[config.mk]
export PLATFORM = sky130hd
export DESIGN_NAME = lcd1602_responder
export DESIGN_NICKNAME = d
export VERILOG_FILES = /design/src/rtl/lcd1602_pkg.sv /design/src/rtl/lcd1602_responder_sync.sv /design/src/rtl/lcd1602_responder.sv
export SDC_FILE = /design/constraint.sdc
export NUM_CORES = 1
export LEC_CHECK = 0
export ABC_AREA = 1
export CAP_MARGIN = 20
export CORE_MARGIN = 4
export CORE_UTILIZATION = 40
export CTS_CLUSTER_SIZE = 14
export DETAILED_ROUTE_END_ITERATION = 7
export HOLD_SLACK_MARGIN = 0.1
export PLACE_DENSITY_LB_ADDON = 0.12
export SLEW_MARGIN = 25
export SYNTH_ARGS = -nofsm -noshare
export SYNTH_HDL_FRONTEND = slang
export SYNTH_SLANG_ARGS = --single-unit
[constraint.sdc]
create_clock -name CLK -period 5.95 [get_ports CLK]
set_clock_uncertainty 0.1 [all_clocks]
set_input_delay 1.19 -clock CLK [delete_from_list [all_inputs] [get_ports CLK]]
set_output_delay 1.19 -clock CLK [all_outputs]
set_load 0.005 [all_outputs]
[src/rtl/lcd1602_pkg.sv]
// Shared constants, FSM state type and address helpers for the LCD1602 bus responder.
package lcd1602_pkg;

  localparam logic [6:0]  ROW1_BASE = 7'h00;
  localparam logic [6:0]  ROW2_BASE = 7'h40;
  localparam int unsigned ROW_LEN   = 40;
  localparam int unsigned DDRAM_LEN = 2 * ROW_LEN;
  localparam logic [7:0]  SPACE     = 8'h20;
  localparam logic [6:0]  LINE1_END = 7'h0F;
  localparam logic [6:0]  LINE2_END = 7'h4F;

  localparam logic [7:0] CMD_DDRAM_MASK = 8'h80, CMD_DDRAM_MATCH = 8'h80;
  localparam logic [7:0] CMD_CGRAM_MASK = 8'hC0, CMD_CGRAM_MATCH = 8'h40;
  localparam logic [7:0] CMD_FUNC_MASK  = 8'hE0, CMD_FUNC_MATCH  = 8'h20;
  localparam logic [7:0] CMD_SHIFT_MASK = 8'hF0, CMD_SHIFT_MATCH = 8'h10;
  localparam logic [7:0] CMD_DISP_MASK  = 8'hF8, CMD_DISP_MATCH  = 8'h08;
  localparam logic [7:0] CMD_ENTRY_MASK = 8'hFC, CMD_ENTRY_MATCH = 8'h04;
  localparam logic [7:0] CMD_HOME_MASK  = 8'hFE, CMD_HOME_MATCH  = 8'h02;
  localparam logic [7:0] CMD_CLEAR_MASK = 8'hFF, CMD_CLEAR_MATCH = 8'h01;

  typedef enum logic [1:0] {
    ST_WAIT_FUNC,
    ST_IDLE,
    ST_BUSY
  } lcd_state_t;

  function automatic logic is_cmd(input logic [7:0] d, input logic [7:0] mask,
                                  input logic [7:0] match);
    return (d & mask) == match;
  endfunction

  function automatic logic ac_valid(input logic [6:0] ac);
    return (ac < ROW1_BASE + 7'(ROW_LEN)) ||
           (ac >= ROW2_BASE && ac < ROW2_BASE + 7'(ROW_LEN));
  endfunction

  function automatic logic [6:0] ac_to_index(input logic [6:0] ac);
    return (ac < ROW2_BASE) ? ac : 7'(ac - ROW2_BASE + 7'(ROW_LEN));
  endfunction

  function automatic logic [6:0] rd_to_index(input logic [4:0] r);
    return r[4] ? 7'({3'b000, r[3:0]}) + 7'(ROW_LEN) : {3'b000, r[3:0]};
  endfunction

  // Each row is a 40-byte ring; stepping off either end lands on the other row.
  function automatic logic [6:0] ac_step(input logic [6:0] ac, input logic inc);
    if (inc) begin
      if (ac == ROW1_BASE + 7'(ROW_LEN - 1)) return ROW2_BASE;
      if (ac == ROW2_BASE + 7'(ROW_LEN - 1)) return ROW1_BASE;
      return ac + 7'd1;
    end
    if (ac == ROW1_BASE) return ROW2_BASE + 7'(ROW_LEN - 1);
    if (ac == ROW2_BASE) return ROW1_BASE + 7'(ROW_LEN - 1);
    return ac - 7'd1;
  endfunction

endpackage

[src/rtl/lcd1602_responder_sync.sv]
// Synchronizes the LCD pins, detects EN falling edges and flags EN pulses that were too short.
module lcd_bus_sync #(
  parameter int unsigned SYNC_STAGES = 2,
  parameter int unsigned MIN_EN_HIGH = 12
) (
  input  logic       clk,
  input  logic       rst_n,
  input  logic       lcd_en,
  input  logic       lcd_rs,
  input  logic       lcd_rw,
  input  logic [7:0] lcd_data,
  output logic       strobe,
  output logic       rs,
  output logic       rw,
  output logic [7:0] data,
  output logic       short
);

  localparam int unsigned CW       = $clog2(MIN_EN_HIGH + 1);
  localparam logic [10:0] SYNC_RST = 11'h400;

  logic [10:0]   sync_q [SYNC_STAGES];
  logic          en_s;
  logic          en_prev;
  logic          armed;
  logic [CW-1:0] high_cnt;

  // Chain resets with EN high and edges are ignored until EN is seen low,
  // so a pulse already in flight at reset release never becomes a transfer.
  always_ff @(posedge clk or negedge rst_n) begin
    if (!rst_n) begin
      for (int unsigned i = 0; i < SYNC_STAGES; i++) sync_q[i] <= SYNC_RST;
      en_prev  <= 1'b1;
      armed    <= 1'b0;
      high_cnt <= '0;
    end else begin
      sync_q[0] <= {lcd_en, lcd_rs, lcd_rw, lcd_data};
      for (int unsigned i = 1; i < SYNC_STAGES; i++) sync_q[i] <= sync_q[i-1];
      en_prev <= en_s;
      if (!en_s) armed <= 1'b1;
      if (!en_s) high_cnt <= '0;
      else if (high_cnt != CW'(MIN_EN_HIGH)) high_cnt <= high_cnt + 1'b1;
    end
  end

  assign en_s   = sync_q[SYNC_STAGES-1][10];
  assign rs     = sync_q[SYNC_STAGES-1][9];
  assign rw     = sync_q[SYNC_STAGES-1][8];
  assign data   = sync_q[SYNC_STAGES-1][7:0];
  assign strobe = en_prev & ~en_s & armed;
  assign short  = high_cnt < CW'(MIN_EN_HIGH);

endmodule

[src/rtl/lcd1602_responder.sv]
// LCD1602 write-bus responder: FSM with busy emulation, instruction decode, DDRAM and visible-cell read port.
module lcd1602_responder
  import lcd1602_pkg::*;
#(
  parameter int unsigned SYNC_STAGES  = 2,
  parameter int unsigned MIN_EN_HIGH  = 12,
  parameter int unsigned CLR_BUSY_CYC = 60000,
  parameter int unsigned CMD_BUSY_CYC = 2000
) (
  input  logic       CLK,
  input  logic       RST_n,
  input  logic       LCD_EN,
  input  logic       LCD_RS,
  input  logic       LCD_RW,
  input  logic [7:0] LCD_Data,
  input  logic [4:0] Rd_Addr,
  output logic [7:0] Rd_Char,
  output logic       Disp_On,
  output logic       Func_Ok,
  output logic [6:0] AC,
  output logic       Busy,
  output logic       Wr_Strobe,
  output logic [1:0] Line_Done,
  output logic       Err
);

  localparam int unsigned BW = $clog2((CLR_BUSY_CYC > CMD_BUSY_CYC) ? CLR_BUSY_CYC : CMD_BUSY_CYC);

  logic       bus_strobe, bus_rs, bus_rw, bus_short;
  logic [7:0] bus_data;

  lcd_bus_sync #(
    .SYNC_STAGES(SYNC_STAGES),
    .MIN_EN_HIGH(MIN_EN_HIGH)
  ) u_sync (
    .clk     (CLK),
    .rst_n   (RST_n),
    .lcd_en  (LCD_EN),
    .lcd_rs  (LCD_RS),
    .lcd_rw  (LCD_RW),
    .lcd_data(LCD_Data),
    .strobe  (bus_strobe),
    .rs      (bus_rs),
    .rw      (bus_rw),
    .data    (bus_data),
    .short   (bus_short)
  );

  lcd_state_t    state_q, state_d;
  logic [BW-1:0] busy_q, busy_d;
  logic [6:0]    ac_d;
  logic          id_q, id_d, disp_d, func_d, err_d;
  logic          accept, long_busy, ram_we, ram_clear;
  logic [1:0]    line_done_d;
  logic [7:0]    ddram [DDRAM_LEN];

  always_comb begin
    state_d     = state_q;
    busy_d      = busy_q;
    ac_d        = AC;
    id_d        = id_q;
    disp_d      = Disp_On;
    func_d      = Func_Ok;
    err_d       = Err;
    accept      = 1'b0;
    long_busy   = 1'b0;
    ram_we      = 1'b0;
    ram_clear   = 1'b0;
    line_done_d = '0;

    if (state_q == ST_BUSY) begin
      if (busy_q == '0) state_d = ST_IDLE;
      else              busy_d  = busy_q - 1'b1;
    end

    if (bus_strobe) begin
      if (bus_rw || bus_short) err_d = 1'b1;
      else begin
        case (state_q)
          ST_WAIT_FUNC: begin
            if (!bus_rs && is_cmd(bus_data, CMD_FUNC_MASK, CMD_FUNC_MATCH)) accept = 1'b1;
            else err_d = 1'b1;
          end
          ST_BUSY: err_d = 1'b1;
          default: accept = 1'b1;
        endcase
      end
    end

    if (accept) begin
      if (bus_rs) begin
        ram_we      = 1'b1;
        line_done_d = {AC == LINE2_END, AC == LINE1_END};
        ac_d        = ac_step(AC, id_q);
      end else if (is_cmd(bus_data, CMD_DDRAM_MASK, CMD_DDRAM_MATCH)) begin
        if (ac_valid(bus_data[6:0])) ac_d = bus_data[6:0];
        else begin
          ac_d  = '0;
          err_d = 1'b1;
        end
      end else if (is_cmd(bus_data, CMD_CGRAM_MASK, CMD_CGRAM_MATCH)) begin
        ac_d = AC;
      end else if (is_cmd(bus_data, CMD_FUNC_MASK, CMD_FUNC_MATCH)) begin
        func_d = bus_data[4] & bus_data[3];
      end else if (is_cmd(bus_data, CMD_SHIFT_MASK, CMD_SHIFT_MATCH)) begin
        if (!bus_data[3]) ac_d = ac_step(AC, bus_data[2]);
      end else if (is_cmd(bus_data, CMD_DISP_MASK, CMD_DISP_MATCH)) begin
        disp_d = bus_data[2];
      end else if (is_cmd(bus_data, CMD_ENTRY_MASK, CMD_ENTRY_MATCH)) begin
        id_d = bus_data[1];
      end else if (is_cmd(bus_data, CMD_HOME_MASK, CMD_HOME_MATCH)) begin
        ac_d      = '0;
        long_busy = 1'b1;
      end else if (is_cmd(bus_data, CMD_CLEAR_MASK, CMD_CLEAR_MATCH)) begin
        ram_clear = 1'b1;
        ac_d      = '0;
        id_d      = 1'b1;
        long_busy = 1'b1;
      end
      state_d = (state_q == ST_WAIT_FUNC) ? ST_IDLE : ST_BUSY;
      busy_d  = long_busy ? BW'(CLR_BUSY_CYC - 1) : BW'(CMD_BUSY_CYC - 1);
    end
  end

  always_ff @(posedge CLK or negedge RST_n) begin
    if (!RST_n) begin
      state_q   <= ST_WAIT_FUNC;
      busy_q    <= '0;
      AC        <= '0;
      id_q      <= 1'b1;
      Disp_On   <= 1'b0;
      Func_Ok   <= 1'b0;
      Err       <= 1'b0;
      Wr_Strobe <= 1'b0;
      Line_Done <= '0;
    end else begin
      state_q   <= state_d;
      busy_q    <= busy_d;
      AC        <= ac_d;
      id_q      <= id_d;
      Disp_On   <= disp_d;
      Func_Ok   <= func_d;
      Err       <= err_d;
      Wr_Strobe <= accept;
      Line_Done <= line_done_d;
    end
  end

  assign Busy = (state_q == ST_BUSY);

  always_ff @(posedge CLK or negedge RST_n) begin
    if (!RST_n) begin
      for (int unsigned i = 0; i < DDRAM_LEN; i++) ddram[i] <= SPACE;
      Rd_Char <= SPACE;
    end else begin
      if (ram_clear) begin
        for (int unsigned i = 0; i < DDRAM_LEN; i++) ddram[i] <= SPACE;
      end else if (ram_we) begin
        ddram[ac_to_index(AC)] <= bus_data;
      end
      Rd_Char <= ddram[rd_to_index(Rd_Addr)];
    end
  end

endmodule
==> results of run 1 <==
[state kept, by name, indices dropped and copies added, names as in the netlist, 2 cells and up]
signal / cells
u_sync.sync_q: 11
u_sync.high_cnt: 4
Line_Done: 2
u_sync.data: 8
AC: 7
ddram: 512
busy_q: 16
state_q: 2
Rd_Char: 8
[final cells by class]
type | count | area [µm²] | area share (%)
sequential | 580 | 14600 | 43.6
clock inverter | 18 | 143 | 0.426
timing repair buffer | 85 | 888 | 2.65
clock buffer | 111 | 2110 | 6.29
multi-input combinational | 3086 | 14000 | 41.7
inverter | 148 | 567 | 1.69
tap | 969 | 1210 | 3.62
antenna | 1 | 2.50 | 0.00747
[cell usage in the layout, fill, tap and decap left out, types with 35 or more instances in the layout]
master              n
inv_1             129
o21ai_0           286
nor2_1            156
clkdlybuf4s50_1    35
dfstp_2            69
buf_4              35
nor2_4             83
nand3_1           516
dfrtp_1           505
clkbuf_16          71
nand2_1          1798
a21oi_1            70
[metal layers]
layer,vias to the layer above,part of all wire (%),global-route usage [%]
met2,671,45,39.0
met4,0,3.5,8.73
met3,154,5.2,3.48
li1,12900,-,-
met5,-,0,0
met1,12800,47,36.6
[where the power goes]
| part | leakage [nW] | internal, mW | total, mW | switching (mW) |
|---|---|---|---|---|
| Sequential | 7.78 | 3.97 | 3.99 | 0.0286 |
| Combinational | 7.27 | 0.115 | 0.545 | 0.429 |
| Clock | 1.11 | 2.48 | 4.24 | 1.75 |
| Total | 16.2 | 6.56 | 8.78 | 2.21 |
[kinds of logic (layout without fill, tap and decap cells)]
group	count (synthesis)	count (layout)	share of synthesized area (%)
AND/OR/NAND/NOR	2640	2640	38.1
AO/OA/AOI/OAI	426	426	7.41
flip-flops	580	580	48.4
XOR/XNOR	11	11	0.345
other	0	1	0
buffers and inverters	379	362	5.32
adder cells (fa/ha/maj)	9	9	0.374
[how the worst min path moves through the flow]
stage                                    end                         from
floorplan           u_sync.data[0]$_DFF_PN0_  u_sync.sync_q[11]$_DFF_PN0_
global placement    u_sync.data[2]$_DFF_PN0_  u_sync.sync_q[13]$_DFF_PN0_
detailed placement  u_sync.data[2]$_DFF_PN0_  u_sync.sync_q[13]$_DFF_PN0_
CTS                      u_sync.rs$_DFF_PN0_  u_sync.sync_q[20]$_DFF_PN0_
global route        u_sync.data[2]$_DFF_PN0_  u_sync.sync_q[13]$_DFF_PN0_
finish                   u_sync.rs$_DFF_PN0_  u_sync.sync_q[20]$_DFF_PN0_
==> metrics, run 1 <==
Startpoint Class=flip-flop; CTS buffer count=between 70 and 80; CTS sink count=580; EDFF count, synth=0; CTS Buffer Depth=3; Lkg Pwr=16.2 nW; Detailed Route WL=99800 µm; Synth Cell Area=0.0301 mm²; Seq/Total Area, Yosys=between 40% and 50%; synthesis-stage register bit count=just under 600; Synth cell types=48; slew margin rel.=between 20% and 30%; Die X=between 200 and 300 µm; final hold viol count=0; Area growth syn-to-layout=11.1%; clk slew on worst S/H paths=around 60 ps; CTS tree=done; DP Worst Slack=approximately 1700 ps; Setup Fix Bufs, Post-CTS=0; CP Capture Type=flip-flop; Finished Layout Cells=4998; Initial DRC Count=2192; top cells by area, synth=dfrtp_1 (42%), nand2_1 (22%), nand3_1 (8.6%), dfstp_2 (6.0%), o21ai_0 (4.7%); DP HPWL=just over 60000 µm; Hold Crit Class=reg2reg; Synth top area share=approximately 42%; count leader, synth=nand2_1; ANT nets after route=0; Fillers=between 7000 and 8000; Most used DFF post-synth=dfrtp_1; first-pass GRT wire length=between 150000 and 200000 µm; worst r2r src=u_sync.data[5]$_DFF_PN0_; crit path cell chain=nand3_2, nand2_2, nand3_4, inv_4, nand3_4, nand2_4, nand2_1, nand2_1, nand2_1; Remaining Overflow, GRT=0; core area=0.0746 mm²; Final WS setup=1970 ps; Crit. path cell count=9; r2r setup slk=~2000 ps; std cell rows=100; drt first pass iters=6; PD cells=approximately 260 mW/mm²; Hold Buf Count CTS=0; FFs w/ async S/R, synth=between 90% and 100%; worst hold margin=approximately 240 ps; min cycle time layout=approximately 4000 ps; Worst EP required=between 6000 and 7000 ps; Vert. Die Dim=283 µm; FF-to-FF path depth=9; worst vdd ir=0.181 mV; final period utilization=approximately 67%; setup TNS=0 ps; Final Core Density=roughly 45%; family with the most delay on the worst path=simple AND/OR/NAND/NOR gates; CP max FO=46; Routed wire per std cell=20.0 µm; RSZ-0062 raised after global routing=no; I/O pin count=40; Hold Path Cell Cnt=0; fmax=0.251 GHz; Starting Density=about two fifths; status=finished clean; drt drc=0; clk_lat worst skew=a little over 600 ps; vias in the first global route=25800; GRT Util Overall=25.3%; Worst Path Buf+Inv=1; Synth Net Count=about 4100; worst slew pin tran=1060 ps; Post-layout nets=~4000; Worst setup startpoint=u_sync.data[5]$_DFF_PN0_; CTS root buffer=clkbuf_16; crit path kind=reg2reg; PortBufs=39; htree depth=3; largest net degree at the start of global routing=117; vias after detailed routing=26500; DR vias/cell=approximately 5.3; MaxCap Viol Count=0; Synth Warn #=0; WP data arrival=4380 ps; synthesized area per cell=between 7 and 8 µm²; Tot Pwr=slightly below 9 mW; final slew viol count=0; dominant cell type by area after synthesis=dfrtp_1; Cells after Synth=4045; initial antenna violation count=2; most frequent cells after synthesis=nand2_1 (1798), nand3_1 (516), dfrtp_1 (511); placed instance area=between 0.03 and 0.04 mm²; CP most frequent cell=nand2_1; fraction of layout cells with a size suffix above 1=a little under a tenth; Setup-failing EPs final=0; post-cts sizing count=0; cell count after placement=around 4900; total die area=between 0.07 and 0.08 mm²; CP max-delay cell=dfrtp_2; Worst R2R End=ddram[323]$_DFFE_PN0P_; Design Area, Final=around 0.034 mm²; GP Congestion=between 0.8 and 0.9; Crit path largest cell delay=about 1000 ps; crit path capture=ddram[323]$_DFFE_PN0P_
No activity file was read; power rests on OpenSTA's default activity.
==> run 2, diff against run 1 <==
==> constraint.sdc (replaced) <==
create_clock -name CLK -period 3.93 [get_ports CLK]
set_clock_uncertainty 0.1 [all_clocks]
set_input_delay 0.786 -clock CLK [delete_from_list [all_inputs] [get_ports CLK]]
set_output_delay 0.786 -clock CLK [all_outputs]
set_load 0.005 [all_outputs]
==> run 2 against run 1 <==
Compared with the run above: non-clock buffer count rose by 44; final area increased by 1.7%; clock-buffer cell count grew 12; cell count rose by 0.92%; die area did not move; total power up 55%; critical endpoint is now ddram[330]$_DFFE_PN0P_; largest cell class unchanged; largest power group unchanged.
==> metrics, run 2 (same netlist as run 1, synthesis figures left out) <==
crit path kind=reg2reg; DP Worst Slack=between 1000 and 1500 ps; core area=between 0.07 and 0.08 mm²; total die area=between 0.07 and 0.08 mm²; drt first pass iters=6; Starting Density=40.4%; clk_lat worst skew=between 600 and 700 ps; Hold Crit Class=in2async; Logic pwr share=6.4%; worst slew pin tran=approximately 1000 ps; PortBufs=39; GRT Util Overall=around 25%; Fillers=7640; final hold viol count=0; PD cells=approximately 400 mW/mm²; ANT nets after route=0; CP max FO=24; DR vias/cell=about 5.3; Lkg Pwr=16.5 nW; I/O pin count=40; Remaining Overflow, GRT=0; drt drc=0; setup TNS=0 ps; MaxCap Viol Count=0; Detailed Route WL=around 98000 µm; Setup-failing EPs final=0; top flop regs=ddram x512, busy_q x16, u_sync.sync_q x11; antenna cells=0; Final Core Density=between 40% and 50%; final slew viol count=0; fraction of layout cells with a size suffix above 1=roughly a tenth; GP Congestion=0.849; DP HPWL=~63000 µm; WP data arrival=between 3000 and 4000 ps; P_int=between 10 and 15 mW; CTS Buffer Depth=3; first-pass GRT wire length=156000 µm; Final WS setup=1020 ps; Hold Buf Count CTS=0; Setup Fix Bufs, Post-CTS=0; std cell rows=100; status=finished clean; Die X=about 280 µm; switching pwr=between 3 and 4 mW; vias in the first global route=roughly 26000; commonest cells after routing, fill and taps aside=nand2_1 (1798), nand3_1 (516), dfrtp_1 (505); FF/Latch Area=between 0.01 and 0.015 mm²; Multi-input gate area=roughly 0.014 mm²; slew margin rel.=approximately 32%; Biggest register=ddram; vias after detailed routing=roughly 27000; htree depth=3; max reg flops=around 510; initial antenna violation count=0; min cycle time layout=slightly below 3000 ps; largest net degree at the start of global routing=approximately 120; Vert. Die Dim=~280 µm; CTS tree=done; RSZ-0062 raised after global routing=no; Worst EP required=about 4300 ps; fmax=roughly 0.34 GHz; CTS buffer count=a little over 70; final period utilization=between 70% and 80%; clk slew on worst S/H paths=60 ps; CTS root buffer=clkbuf_16; worst vdd ir=between 0.2 and 0.3 mV; switch share=roughly 24%; Post-layout nets=4043; CTS sink count=a little under 600; Startpoint Class=flip-flop; Routed wire per std cell=roughly 19 µm; commonest non-fill, non-tap cell in the layout=nand2_1; post-cts sizing count=0; Area growth syn-to-layout=13.0%; Initial DRC Count=~2200; Clock Power Share=roughly 50%; Seq pwr share=44.3%; CP Capture Type=flip-flop
## run 2: changes by cell type in the layout (fill, tap and decap cells not counted), sizes merged
cell and change:
clkinv -6, bufinv +2, clkbuf +12, diode -1, buf +44, clkinvlp -2, inv -3
## run 2: final timing paths
path                            slack [ps]                         from                  endpoint  cells past startpoint
max in group asynchronous             2640                        RST_n    ddram[325]$_DFFE_PN1P_                      2
min in group CLK                       240  u_sync.sync_q[16]$_DFF_PN0_  u_sync.data[5]$_DFF_PN0_                      0
worst max register to register        1020     u_sync.en_prev$_DFF_PN1_    ddram[330]$_DFFE_PN0P_                      9
worst min-delay path                   140                        RST_n    ddram[574]$_DFFE_PN0P_                      1
worst max-delay path                  1020     u_sync.en_prev$_DFF_PN1_    ddram[330]$_DFFE_PN0P_                      9
worst min register to register         240  u_sync.sync_q[16]$_DFF_PN0_  u_sync.data[5]$_DFF_PN0_                      0
## run 2: cell type report
cell class | instances | share of cell area [%]
Clock buffer | 123 | 6.60
Multi-Input combinational cell | 3086 | 41.0
Clock inverter | 9 | 0.397
Inverter | 148 | 1.66
Sequential cell | 580 | 42.9
Tap cell | 969 | 3.56
Timing Repair Buffer | 129 | 3.87
## run 2: per-layer routing
metal  track usage (%)  routed length [µm]
met3              3.50                4730
met4              6.61                2490
met2              39.9               45100
met5                 0                   0
met1              35.7               46000
## run 2: power by group through the flow
stage	logic (mW)	registers, mW	clock network (mW)
floorplan	0.398	6.12	0
global placement	0.876	6.14	0
detailed placement	0.875	6.14	0
CTS	0.877	6.03	6.86
global route	0.948	6.03	7.09
finish	0.868	6.03	6.72
## run 2: worst max-delay path, stage by stage (launching register included)
cell and delay (ps):
dfstp_2 510, nand2_1 40, nor2_1 250, nand3_4 280, inv_4 310, nand2_8 230
nand2_4 490, nand2_1 340, nand2_1 140, nand2_1 60
## run 2: stage by stage
step	cell area (µm²)	power [mW]	hold WS (ps)	instances
floorplan	30100	6.52	231	4045
finish	34100	13.6	137	5044
CTS	34100	13.8	151	5044
global placement	31700	7.02	232	4912
detailed placement	31700	7.01	236	4912
global route	34100	14.1	174	5044
==> run 3, diff against run 2 <==
==> constraint.sdc (replaced) <==
create_clock -name CLK -period 2.6 [get_ports CLK]
set_clock_uncertainty 0.1 [all_clocks]
set_input_delay 0.52 -clock CLK [delete_from_list [all_inputs] [get_ports CLK]]
set_output_delay 0.52 -clock CLK [all_outputs]
set_load 0.005 [all_outputs]
==> run 3 against run 2 <==
Compared with the run above: die area unchanged; total power up 50%; via count about the same; sequential share of layout area down 0.74 points.
==> metrics, run 3 (same netlist as run 1, synthesis figures left out) <==
status=finished clean; ANT nets after route=0; CP Capture Type=output port; setup TNS=0 ps; Worst EP required=between 1500 and 2000 ps; Worst setup startpoint=AC[6]$_DFFE_PN0P_; fraction of layout cells with a size suffix above 1=11.8%; Design Area, Final=0.0347 mm²; Setup-failing EPs final=0; Post-layout nets=4088; fmax=0.402 GHz; first-pass GRT wire length=156000 µm; commonest cells after routing, fill and taps aside=nand2_1 (1794), nand3_1 (514), dfrtp_1 (505); CTS root buffer=clkbuf_16; CP max FO=6; top flop regs=ddram x512, busy_q x16, u_sync.sync_q x11; final period utilization=95.6%; Die X=about 280 µm; RSZ-0062 raised after global routing=yes; clk slew on worst S/H paths=60 ps; Multi-input gate area=between 0.01 and 0.015 mm²; antenna cells=0; Vert. Die Dim=about 280 µm; Lkg Pwr=between 15 and 20 nW; PD cells=589 mW/mm²; cell count after placement=~5000; max reg flops=between 500 and 600; initial antenna violation count=0; Remaining Overflow, GRT=0; Detailed Route WL=around 99000 µm; worst hold margin=around 220 ps; total die area=around 0.08 mm²; Finished Layout Cells=between 5000 and 6000; DP HPWL=~64000 µm; min cycle time layout=2480 ps; drt first pass iters=7; vias in the first global route=about 26000; GRT Util Overall=25.0%; htree depth=3; std cell rows=100; Initial DRC Count=2267; final hold viol count=0; PortBufs=39; slew margin rel.=~28%; MaxCap Viol Count=0; crit path kind=reg2out; clk_lat worst skew=slightly above 600 ps; CTS buffer count=70; GP Congestion=approximately 0.85; CTS Buffer Depth=3; worst hold start=LCD_EN; Routed wire per std cell=around 19 µm; Final WS setup=115 ps; Hold Crit Class=in2reg; CTS sink count=just under 600; DR vias/cell=between 5 and 6; worst slew pin tran=1080 ps; FF/Latch Area=around 0.015 mm²; final slew viol count=0; worst vdd ir=approximately 0.46 mV; WP data arrival=about 1900 ps; worst r2r src=AC[3]$_DFFE_PN0P_; Tot Pwr=about 20 mW; DP Worst Slack=roughly 110 ps; CTS tree=done; Fillers=~7500; vias after detailed routing=roughly 27000; commonest non-fill, non-tap cell in the layout=nand2_1; largest net degree at the start of global routing=86; Area growth syn-to-layout=15.0%; drt drc=0; Startpoint Class=flip-flop; Final Core Density=between 40% and 50%; I/O pin count=40; core area=~0.075 mm²; Starting Density=between 40% and 50%; Biggest register=ddram; placed instance area=roughly 0.032 mm²
## run 3: critical path: stages, from the launching register on
cell and delay, ps:
dfrtp_1 510, buf_4 210, clkdlybuf4s50_1 530
## run 3: final cells by class
cell class                 count  share of cell area [%]
clock buffer                 108                    6.11
clock inverter                19                   0.567
inverter                     148                    1.64
multi-input combinational   3086                    40.4
sequential                   580                    42.1
tap                          969                    3.50
timing repair buffer         175                    5.64
## run 3: final timing paths
kind | endpoint | slack (ps) | cells past startpoint
max in group asynchronous | ddram[165]$_DFFE_PN1P_ | 1180 | 4
worst max register to register | ddram[272]$_DFFE_PN0P_ | 200 | 11
min in group asynchronous | ddram[503]$_DFFE_PN0P_ | 330 | 2
worst min register to register | u_sync.data[3]$_DFF_PN0_ | 250 | 0
worst min-delay path | u_sync.sync_q[21]$_DFF_PN1_ | 220 | 1
worst max-delay path | AC[6] | 120 | 2
## run 3: repair_timing
action / CTS / global route
gates resized for setup: 0 / 13
setup endpoints to repair: 0 / 102
endpoints found under the hold margin: 95 / 0
setup buffers: 0 / 1
hold buffers: 1 / 0
## run 3: power by group
group	total [mW]	internal [mW]	switching (mW)
clock	9.93	5.91	4.02
sequential	9.12	9.08	0.0407
combinational	1.37	0.349	1.02
total	20.4	15.3	5.08
## run 3: routing by layer
metal	GRT usage (%)	wire length (µm)
met1	35.7	46400
met2	40.0	45100
met3	3.28	4260
met4	7.28	2850
met5	0	0
